==> src/rtl/fifo_pkg.sv <==
// Shared sizing helpers for the FIFO controller and its wrapper.
package fifo_pkg;

   localparam int A_WIDTH_DEF = 3;

   // Pointer width: one bit per address line.
   function automatic int ptr_width(input int a_width);
      return a_width;
   endfunction

   // Counter width: one extra bit so that the value DEPTH can be represented.
   function automatic int cnt_width(input int a_width);
      return a_width + 1;
   endfunction

   // Number of RAM words addressed by a_width address bits.
   function automatic int depth_of(input int a_width);
      return 1 << a_width;
   endfunction

   typedef logic [ptr_width(A_WIDTH_DEF)-1:0] ptr_t;
   typedef logic [cnt_width(A_WIDTH_DEF)-1:0] cnt_t;

endpackage

==> src/rtl/sync_fifo.sv <==
// Complete FIFO: controller plus LUT RAM with asynchronous (show-ahead) read.
module sync_fifo
   import fifo_pkg::*;
#(
   parameter int A_WIDTH  = 3,
   parameter int D_WIDTH  = 8,
   parameter int AF_LEVEL = 6,
   parameter int AE_LEVEL = 1
) (
   input  logic                          clk,
   input  logic                          rst,
   input  logic                          wr_req,
   input  logic                          rd_req,
   input  logic [D_WIDTH-1:0]            w_data,
   output logic [D_WIDTH-1:0]            r_data,
   output logic                          full,
   output logic                          empty,
   output logic                          almost_full,
   output logic                          almost_empty,
   output logic [cnt_width(A_WIDTH)-1:0] count,
   output logic                          ovf_err,
   output logic                          udf_err
);

   localparam int DEPTH = depth_of(A_WIDTH);

   logic                          we;
   logic [ptr_width(A_WIDTH)-1:0] w_add, r_add;
   logic [D_WIDTH-1:0]            mem [DEPTH];

   fifo_ctrl #(
      .A_WIDTH  (A_WIDTH),
      .AF_LEVEL (AF_LEVEL),
      .AE_LEVEL (AE_LEVEL)
   ) u_ctrl (
      .clk          (clk),
      .rst          (rst),
      .wr_req       (wr_req),
      .rd_req       (rd_req),
      .we           (we),
      .w_add        (w_add),
      .r_add        (r_add),
      .full         (full),
      .empty        (empty),
      .almost_full  (almost_full),
      .almost_empty (almost_empty),
      .count        (count),
      .ovf_err      (ovf_err),
      .udf_err      (udf_err)
   );

   // RAM write port; contents are not cleared by reset.
   always_ff @(posedge clk) begin
      if (we) mem[w_add] <= w_data;
   end

   assign r_data = mem[r_add];

endmodule

==> src/rtl/fifo_ctrl.sv <==
// Show-ahead synchronous FIFO controller driving an async-read two-port RAM.
// Handshake: a push is taken when wr_req is high and there is room (or a pop
// is taken in the same cycle); a pop is taken when rd_req is high and the FIFO
// is not empty. Rejected requests only raise a one-cycle error pulse.
module fifo_ctrl
   import fifo_pkg::*;
#(
   parameter int A_WIDTH  = 3,
   parameter int AF_LEVEL = 6,
   parameter int AE_LEVEL = 1
) (
   input  logic                              clk,
   input  logic                              rst,
   input  logic                              wr_req,
   input  logic                              rd_req,
   output logic                              we,
   output logic [ptr_width(A_WIDTH)-1:0]     w_add,
   output logic [ptr_width(A_WIDTH)-1:0]     r_add,
   output logic                              full,
   output logic                              empty,
   output logic                              almost_full,
   output logic                              almost_empty,
   output logic [cnt_width(A_WIDTH)-1:0]     count,
   output logic                              ovf_err,
   output logic                              udf_err
);

   localparam int PW    = ptr_width(A_WIDTH);
   localparam int CW    = cnt_width(A_WIDTH);
   localparam int DEPTH = depth_of(A_WIDTH);

   localparam logic [CW-1:0] DEPTH_C = CW'(DEPTH);
   localparam logic [CW-1:0] AF_C    = CW'(AF_LEVEL);
   localparam logic [CW-1:0] AE_C    = CW'(AE_LEVEL);
   localparam logic          AF_RST  = (AF_LEVEL == 0);

   logic [PW-1:0] wptr, rptr;
   logic [CW-1:0] cnt, cnt_nxt;
   logic          wr_ok, rd_ok;

   // Acceptance from registered flags; a pop frees a slot for a push while full.
   always_comb begin
      rd_ok   = rd_req & ~empty;
      wr_ok   = wr_req & (~full | rd_ok);
      cnt_nxt = cnt + CW'(wr_ok) - CW'(rd_ok);
   end

   assign we    = wr_ok & ~rst;
   assign w_add = wptr;
   assign r_add = rptr;
   assign count = cnt;

   // Pointers, occupancy, flags (from next count) and error pulses.
   always_ff @(posedge clk) begin
      if (rst) begin
         wptr         <= '0;
         rptr         <= '0;
         cnt          <= '0;
         empty        <= 1'b1;
         full         <= 1'b0;
         almost_empty <= 1'b1;
         almost_full  <= AF_RST;
         ovf_err      <= 1'b0;
         udf_err      <= 1'b0;
      end else begin
         wptr         <= wptr + PW'(wr_ok);
         rptr         <= rptr + PW'(rd_ok);
         cnt          <= cnt_nxt;
         empty        <= (cnt_nxt == '0);
         full         <= (cnt_nxt == DEPTH_C);
         almost_empty <= (cnt_nxt <= AE_C);
         almost_full  <= (cnt_nxt >= AF_C);
         ovf_err      <= wr_req & ~wr_ok;
         udf_err      <= rd_req & ~rd_ok;
      end
   end

endmodule

==> config.mk <==
export PLATFORM = sky130hd
export DESIGN_NAME = sync_fifo
export DESIGN_NICKNAME = d
export VERILOG_FILES = /design/src/rtl/fifo_pkg.sv /design/src/rtl/sync_fifo.sv /design/src/rtl/fifo_ctrl.sv
export SDC_FILE = /design/constraint.sdc
export NUM_CORES = 1
export LEC_CHECK = 0
export ABC_CLOCK_PERIOD_IN_PS = 4300
export CORE_UTILIZATION = 51
export DETAILED_ROUTE_END_ITERATION = 10
export GPL_TIMING_DRIVEN = 0
export PLACE_DENSITY = 0.75
export RECOVER_POWER = 25
export REMOVE_ABC_BUFFERS = 1
export SLEW_MARGIN = 20
export SYNTH_ARGS = -nofsm -noshare
export SYNTH_HDL_FRONTEND = slang
export SYNTH_SLANG_ARGS = --single-unit
==> constraint.sdc <==
create_clock -name clk -period 4.3 [get_ports clk]
set_input_delay 0.645 -clock clk [delete_from_list [all_inputs] [get_ports clk]]
set_output_delay 0.645 -clock clk [all_outputs]
set_load 0.005 [all_outputs]
==> flow_summary.ini <==
[pwr]
leakage_uw = 0.001286
power.total_uw = 2000
vdd_ir_drop_max_uv = 376.7
power_density_nw_per_um2 = 530.0

[final_layout]
seq_area_sq_um = 2243
fin_nets = 227
num_antenna_cells = 0
layout_common_cells = 64 x edfxtp_1, 24 x clkdlybuf4s50_1, 15 x dfxtp_1
drive_above_1_share = 0.1643
fillers = 416
layout_commonest_cell = edfxtp_1
syn_to_final_growth_pct = 17.31
multiInputGateArea_sq_um = 913.4

[sta]
drv_slew = 0
final-hold-violation-count = 0
min_period_over_period = 0.7108
rsz0062_at_grt = false
setup_tns_ps = 0
tightestPinTransition_ps = 969.2
fmax_mhz = 327.2
maxSlewHeadroom = 0.3515
clock_skew_ps = 7.931
layout_min_cycle_time_ps = 3056
hold_slack_ps = 516.3
setup_viol_count_final = 0
fin_ws_ps = 1244

[setup_path]
r2r-end = u_ctrl.full
reg2reg_depth = 9
crit_fanout = 18
cp.required_ps = 3650
endpoint_kind = output pin
cp.depth = 3
endpoint = r_data[7]
reg2reg_slack_ps = 2040
critical_path.startpoint_type = register
critical_path_buf_inv_count = 1
r2r-start = u_ctrl.empty
critPathArrivalTime_ps = 2410
max_stage_delay_ps = 710
startpoint = u_ctrl.r_add[0]
critPathTopFamily = multiplexers
path_class = register to output pin
path_cells = mux4_1 > mux2_4 > clkdlybuf4s50_1
worst_path_max_delay_cell = dfxtp_2

[routing]
via_count = 1582
drtIter0Drc = 99
ant_nets = 0
first_pass_iters = 4
routed_wl_um = 5294
route.detailed.wl_per_inst_um = 18.38
vias_per_cell = 5.493
drc_errors = 0

[clocking]
clk_path_buf_depth = 2
clk_pin_slew_ps = 80
cts-resized-gates = 0
cts_setup_buffers = 0
cts_hold_buf = 0
clock_latency_ps = 340
cts_tree = built
cts_made_buffers = 9
htree_levels = 3
cts_sinks = 80
cts_root_buf = clkbuf_8

[logic_synthesis]
synth-seq-area-share = 0.6970
ys_warn_count = 0
ys_types = 31
synthCells = 174
ys_top_cells_by_area = edfxtp_1 60%, dfxtp_1 10%, mux4_1 6.5%
synth_top_area_frac = 0.5974
yosysTopAreaCell = edfxtp_1
avgSynthCellArea_sq_um = 18.49
synth-seq-cells = 80
synth_area_sq_um = 3217

[die]
dieArea_sq_um = 6629
fp.dieH_um = 81.42
rows = 28
die_x_um = 81.42
initial_core_util = 0.5370
io_pins = 30
core-area_sq_um = 5991

[placement]
port_buffers = 29
globalplace.congestion = 0.7645
dp_hpwl_um = 3431
preCtsSetupSlack_ps = 1170

[global_route]
grt-ovfl-total = 0
grt_max_degree = 19
grt_pass1_wl_um = 8307
antenna_found_initial = 0
grt_pass1_vias = 1614
grt.total_usage = 0.1828

[run_status]
status = finished clean

[min_path]
hp-class = register to register

[run]
maxCapViolations = 0
cell type report:
| cell class | instances | share of cell area |
|---|---|---|
| tap | 75 | 0.02487 |
| sequential | 80 | 0.5945 |
| inverter | 6 | 0.005968 |
| clock inverter | 7 | 0.02288 |
| timing repair buffer | 29 | 0.07692 |
| multi-input combinational | 82 | 0.2420 |
| clock buffer | 9 | 0.03282 |
worst min-delay path: stages, from the launching register on:
cell,delay (ps)
dfxtp_1,350
nand2_1,80
nor2_1,50
worst min path at each step:
stage / slack (ps) / to / startpoint / cells past startpoint
floorplan: 470 / u_ctrl.ovf_err / u_ctrl.full / 2
global placement: 480 / u_ctrl.ovf_err / u_ctrl.full / 2
detailed placement: 500 / u_ctrl.ovf_err / u_ctrl.full / 2
CTS: 520 / u_ctrl.ovf_err / u_ctrl.full / 2
global route: 560 / u_ctrl.ovf_err / u_ctrl.full / 2
finish: 520 / u_ctrl.ovf_err / u_ctrl.full / 2
state kept, by name, indices dropped and copies added, names as in the netlist:
register and count:
mem 64, u_ctrl.count 4, u_ctrl.r_add 3, u_ctrl.w_add 3, u_ctrl.almost_empty 1, u_ctrl.almost_full 1, u_ctrl.empty 1, u_ctrl.full 1
u_ctrl.ovf_err 1, u_ctrl.udf_err 1
stage by stage:
step           std cells    util  cell area, sq um
4_1_cts              288  0.6297              3772
3_3_place_gp         272  0.5929              3552
3_5_place_dp         272  0.5946              3562
2_1_floorplan        168       -              3168
6_report             288  0.6299              3774
5_1_grt              288  0.6299              3774
cells by family (layout without fill, tap and decap cells):
family	count (synthesis)	count (layout)	share of synthesized area
compound gates	10	10	0.02295
xor+xnor	5	5	0.01361
fa+ha+maj	7	7	0.02956
buf+inv	12	51	0.02217
flops	80	80	0.6970
mux	24	24	0.1587
simple gates	36	36	0.05601
cells in the mapped netlist:
cell type / instances
a211o_1: 2
a211oi_1: 1
a21o_1: 1
a21oi_1: 3
a41o_1: 1
and2_1: 1
and2_2: 1
and3_1: 2
buf_12: 1
buf_2: 2
buf_6: 1
clkbuf_1: 2
dfxtp_1: 16
edfxtp_1: 64
fa_1: 1
ha_1: 6
inv_1: 6
mux2_4: 8
mux4_1: 8
mux4_2: 8
nand2_1: 4
nand2b_1: 5
nand3_1: 2
nand3b_1: 1
nor2_1: 13
nor2b_1: 5
nor3_1: 2
o31a_1: 1
o31ai_1: 1
xnor2_1: 4
xor2_1: 1
layer usage:
layer / GRT usage / up-vias / wire length, um
met5: 0 / - / 0
met4: 0.08036 / 0 / 60
met3: 0.05000 / 6 / 200
met2: 0.2958 / 37 / 2731
met1: 0.2312 / 794 / 2302
li1: - / 745 / -
report_power, final:
part | switching, uW | internal (uW) | leakage, uW
Clock | 251 | 322 | 0.000106
Combinational | 190 | 275 | 0.000469
Sequential | 64.2 | 897 | 0.000710
Total | 506 | 1490 | 0.00129
Note: power is estimated with default switching activity, not from simulation.
